[config.mk]
export PLATFORM = sky130hd
export DESIGN_NAME = addsub_arbiter
export DESIGN_NICKNAME = d
export VERILOG_FILES = /design/src/rtl/addsub_arbiter.sv
export SDC_FILE = /design/constraint.sdc
export NUM_CORES = 1
export LEC_CHECK = 0
export BUFFER_PORTS_ARGS = -buffer_cell sky130_fd_sc_hd__buf_2
export CELL_PAD_IN_SITES_DETAIL_PLACEMENT = 1
export CELL_PAD_IN_SITES_GLOBAL_PLACEMENT = 2
export CORE_MARGIN = 2
export CORE_UTILIZATION = 31
export DETAILED_ROUTE_END_ITERATION = 12
export HOLD_SLACK_MARGIN = 0.06
export PLACE_DENSITY = 0.95
export SLEW_MARGIN = 20
export SYNTH_ARGS = -nofsm -noshare
export SYNTH_HDL_FRONTEND = slang
export SYNTH_SLANG_ARGS = --single-unit
export TNS_END_PERCENT = 1
[constraint.sdc]
create_clock -name clk -period 3.4 [get_ports clk]
set_input_delay 0.51 -clock clk [delete_from_list [all_inputs] [get_ports clk]]
set_output_delay 0.51 -clock clk [all_outputs]
set_load 0.03 [all_outputs]
[src/rtl/addsub_arbiter.sv]
// addsub_arbiter: round-robin sharing of one N-bit add/sub datapath
// among four requesters, with a tagged valid/ready result port.
//
// Ports:
//   clk, rst        rising-edge clock, async active-high reset
//   req[3:0]        level requests, bit i = requester i
//   a_bus, b_bus    operands, requester i at [i*N +: N]
//   sub_bus[3:0]    per-requester select: 1 = a - b, 0 = a + b
//   gnt[3:0]        one-hot pulse: winner's operands captured
//   busy            high whenever not idle
//   out, cout, ovf  result, carry out of MSB, signed overflow
//   out_id          requester owning the result
//   out_valid       result valid, held until out_ready
//   out_ready       consumer accept
//
// Option: ADDSUB_ARB_SAT_EN saturates out to the signed limit on ovf.
module addsub_arbiter #(
  parameter int N = 8
) (
  input  logic           clk,
  input  logic           rst,
  input  logic [3:0]     req,
  input  logic [4*N-1:0] a_bus,
  input  logic [4*N-1:0] b_bus,
  input  logic [3:0]     sub_bus,
  output logic [3:0]     gnt,
  output logic           busy,
  output logic [N-1:0]   out,
  output logic           cout,
  output logic           ovf,
  output logic [1:0]     out_id,
  output logic           out_valid,
  input  logic           out_ready
);

  typedef enum logic [1:0] {
    IDLE = 2'd0,
    EXEC = 2'd1,
    HOLD = 2'd2
  } state_t;

  state_t         r_state;
  logic [1:0]     r_last;
  logic [1:0]     r_win;
  logic [N-1:0]   r_a;
  logic [N-1:0]   r_b;
  logic           r_sub;
  logic [3:0]     r_gnt;
  logic           r_busy;
  logic [N-1:0]   r_out;
  logic           r_cout;
  logic           r_ovf;
  logic [1:0]     r_out_id;
  logic           r_out_valid;

  logic [1:0]     w_win;
  logic [1:0]     w_idx;
  logic           w_found;
  logic [N-1:0]   w_bx;
  logic [N:0]     w_full;
  logic [N-1:0]   w_low;
  logic           w_cmsb;
  logic           w_ovf;
  logic [N-1:0]   w_res;

  // Scan last+1 .. last+4 (mod 4); the first active request wins.
  always_comb begin
    w_win   = r_last;
    w_idx   = r_last;
    w_found = 1'b0;
    for (int k = 1; k <= 4; k++) begin
      w_idx = r_last + 2'(k);
      if (!w_found && req[w_idx]) begin
        w_win   = w_idx;
        w_found = 1'b1;
      end
    end
  end

  // a + (b ^ {N{sub}}) + sub; carry into the MSB comes from the
  // low N-1 bits alone.
  always_comb begin
    w_bx   = r_b ^ {N{r_sub}};
    w_full = {1'b0, r_a} + {1'b0, w_bx} + {{N{1'b0}}, r_sub};
    w_low  = {1'b0, r_a[N-2:0]} + {1'b0, w_bx[N-2:0]}
           + {{(N-1){1'b0}}, r_sub};
    w_cmsb = w_low[N-1];
    w_ovf  = w_cmsb ^ w_full[N];
    w_res  = w_full[N-1:0];
`ifdef ADDSUB_ARB_SAT_EN
    // On overflow both effective operands share the sign of a,
    // which is the sign of the true result.
    if (w_ovf) begin
      w_res = r_a[N-1] ? {1'b1, {(N-1){1'b0}}}
                       : {1'b0, {(N-1){1'b1}}};
    end
`endif
  end

  always_ff @(posedge clk or posedge rst) begin
    if (rst) begin
      r_state     <= IDLE;
      r_last      <= 2'd3;
      r_win       <= 2'd0;
      r_a         <= '0;
      r_b         <= '0;
      r_sub       <= 1'b0;
      r_gnt       <= 4'b0;
      r_busy      <= 1'b0;
      r_out       <= '0;
      r_cout      <= 1'b0;
      r_ovf       <= 1'b0;
      r_out_id    <= 2'd0;
      r_out_valid <= 1'b0;
    end else begin
      unique case (r_state)
        IDLE: begin
          if (req != 4'b0) begin
            r_a     <= a_bus[int'(w_win)*N +: N];
            r_b     <= b_bus[int'(w_win)*N +: N];
            r_sub   <= sub_bus[w_win];
            r_gnt   <= 4'b1 << w_win;
            r_last  <= w_win;
            r_win   <= w_win;
            r_busy  <= 1'b1;
            r_state <= EXEC;
          end
        end
        EXEC: begin
          r_gnt       <= 4'b0;
          r_out       <= w_res;
          r_cout      <= w_full[N];
          r_ovf       <= w_ovf;
          r_out_id    <= r_win;
          r_out_valid <= 1'b1;
          r_state     <= HOLD;
        end
        HOLD: begin
          if (out_ready) begin
            r_out_valid <= 1'b0;
            r_busy      <= 1'b0;
            r_state     <= IDLE;
          end
        end
        default: begin
          r_gnt       <= 4'b0;
          r_busy      <= 1'b0;
          r_out_valid <= 1'b0;
          r_state     <= IDLE;
        end
      endcase
    end
  end

  assign gnt       = r_gnt;
  assign busy      = r_busy;
  assign out       = r_out;
  assign cout      = r_cout;
  assign ovf       = r_ovf;
  assign out_id    = r_out_id;
  assign out_valid = r_out_valid;

endmodule

==> flow_summary.yaml <==
status:
  outcome: "finished, final reports clean"
clocking:
  hold_buffers: 0
  post_cts_buffers: 0
  cts_buffer_depth: 2
  cts_buffers: 5
  cts_tree: "done"
  clkTransAtPathRegs_ns: 0.07
  root_buffer: "clkbuf_8"
  cts.sinks: 41
  cts_resized: 0
  insertion_delay_ns: 0.30
  h-tree-depth: 2
layout:
  final_cell_mix: "buf_2 (92), dfrtp_1 (39), nand2_1 (38)"
  final-instance-count-excl-fill: 473
  final_common_cell: "buf_2"
  syn2layout_area_growth_pct: 24.29
  design_area_mm2: 0.003176
  drive_gt1_share_pct: 30.16
  diodes: 0
  num-nets-final: 451
  final_util_pct: 39.24
power_and_ir_drop:
  ir_drop_uv: 319.2
  p_per_area_mw_per_mm2: 1121
  leakagePower_uw: 0.001585
sta:
  hold_viol_final: 0
  final.setup.tns_ns: 0
  setup_viol: 0
  period_needed_ns: 2.430
  slew_headroom_pct: 42.18
  timing.hold.ws_ns: 0.3332
  finalMaxSlewViolations: 0
  fmaxAchievable_ghz: 0.4115
  fin_skew_ns: 0.006779
  tightest_slew_ns: 0.8673
  rsz0062_at_grt: "false"
  layout_worst_path_cycle_share_pct: 71.48
synth:
  synth_edf_count: 0
  synth_seq_cells: 41
  syn_avg_cell_area_um2: 8.902
  ys_types: 37
  yosys_warnings: 0
  ys_async_sr_fraction_pct: 100.0
  yosysSeqAreaShare_pct: 40.25
  syn_nets: 370
  synthCells: 287
  synthFlopType: "dfrtp_1"
  synth_area_mm2: 0.002555
placement:
  place_inst: 466
  dp_hpwl_um: 5695
  port_buffers: 92
  dpl_cell_area_mm2: 0.003089
  routabilityCongestion: 0.8084
floorplanning:
  row_count: 33
  die_h_um: 94.79
  floorplan.die_area_mm2: 0.008984
  ioPinCount: 93
  initial_core_util_pct: 31.57
  core_mm2: 0.008093
  die_w_um: 94.79
drt:
  vias: 2484
  drtPass1Iterations: 4
  drtIter0Drc: 84
  viasPerCell: 5.252
  drc: 0
  wl_per_cell_um: 15.70
  ant_nets: 0
  routed_wl_um: 7426
setup_path:
  rr_endpoint: "r_b[0]$_DFFE_PP0P_"
  r2r_setup_slack_ns: 0.97
  crit_path_end: "r_b[0]$_DFFE_PP0P_"
  r2r_cells: 6
  critPathLaunchType: "register"
  critPathKind: "register to register"
  cp_data_arrival_time_ns: 2.59
  rr_startpoint: "r_last[0]$_DFFE_PP1P_"
  crit_fanout: 40
  setup.worst_path.start: "r_last[0]$_DFFE_PP1P_"
  crit_path_end_kind: "register"
  worstPathRequired_ns: 3.56
grt:
  track_usage_pct: 17.12
  grt_pass1_vias: 2483
  grt_first_pass_wirelength_um: 12210
  grt_antenna_before_repair: 0
  grt_start_max_net_pins: 42
  overflow: 0
flow_run:
  cap_violations: 0
hold_path:
  hold_class: "input port to async pin"
cell type report:
| type | count | area (µm²) |
|---|---|---|
| clock buffers | 7 | 86.33 |
| fillers | 1014 | 4917 |
| inverters | 9 | 33.78 |
| multi-input cells | 214 | 1398 |
| flip-flops and latches | 41 | 1028 |
| well taps | 105 | 131.4 |
| repair buffers | 97 | 498.0 |
where the power goes:
group          switching (µW)  internal (µW)  total, µW  leakage (µW)
Sequential                205            753        958      0.000499
Clock                     165            161        327     0.0000443
Combinational            1370            904       2270       0.00104
critical path, stage by stage, from the launching register on:
cell,delay (ns)
dfstp_2,0.58
nand2b_1,0.13
a21o_1,0.69
nand2_1,0.10
buf_4,0.29
a211oi_1,0.35
o31ai_1,0.13
per-stage QoR:
step / power, µW / worst slack, ns
after floorplan: 2704 / 1.406
after global placement: 3163 / 0.9967
after detailed placement: 3261 / 0.8782
after CTS: 3595 / 1.020
after global routing: 3932 / 0.7723
final: 3560 / 0.9697
how the worst min path moves through the flow:
stage | end | cells after the start | slack [ns] | startpoint
6_report | ovf$_DFFE_PP0P_ | 3 | 0.33 | rst
5_1_grt | cout$_DFFE_PP0P_ | 3 | 0.41 | rst
4_1_cts | ovf$_DFFE_PP0P_ | 3 | 0.35 | rst
3_5_place_dp | out_valid$_DFFE_PP0P_ | 1 | 0.47 | out_valid$_DFFE_PP0P_
3_3_place_gp | out_valid$_DFFE_PP0P_ | 1 | 0.46 | out_valid$_DFFE_PP0P_
2_1_floorplan | r_win[1]$_DFFE_PP0P_ | 2 | 0.45 | r_win[1]$_DFFE_PP0P_
state kept, by name, indices dropped and copies added, names as in the netlist:
name	flops
r_b	8
cout	1
r_state	2
gnt	4
r_win	2
ovf	1
out_valid	1
out_id	2
r_last	2
busy	1
r_sub	1
r_a	8
out	8
kinds of logic after synthesis:
logic type               share of synthesized area, %
multiplexers                                    1.322
flip-flops                                      40.25
buffers and inverters                           5.289
adder cells (fa/ha/maj)                         4.211
AND/OR/NAND/NOR                                 18.81
XOR/XNOR                                        4.456
AO/OA/AOI/OAI                                   25.66
per-layer routing:
layer	track usage [%]	up-vias	wire length, µm	part of all wire, %
li1	-	1212	-	-
met1	24.00	1202	3454	47
met2	27.19	60	3548	48
met3	2.713	10	316	4.3
met4	5.193	0	106	1.4
met5	0	-	0	0
cell usage after synthesis (2+ instances only):
library cell	number	area, µm²
nor3_1	3	15.01
dfstp_2	2	52.55
xnor2_1	4	35.03
o21a_1	4	30.03
and3_1	34	212.7
nand2b_1	4	25.02
a21o_1	5	37.54
inv_1	9	33.78
ha_1	7	87.58
buf_2	9	45.04
nor2_1	5	18.77
o31ai_1	19	142.6
nand3_1	2	10.01
o21ai_0	13	65.06
clkbuf_1	12	45.04
mux2_2	3	33.78
a211oi_1	34	255.2
xor2_1	9	78.83
or2_2	2	12.51
a21oi_1	12	60.06
dfrtp_1	39	975.9
or3_1	4	25.02
nand2_1	38	142.6
(Power assumes the default switching activity.)
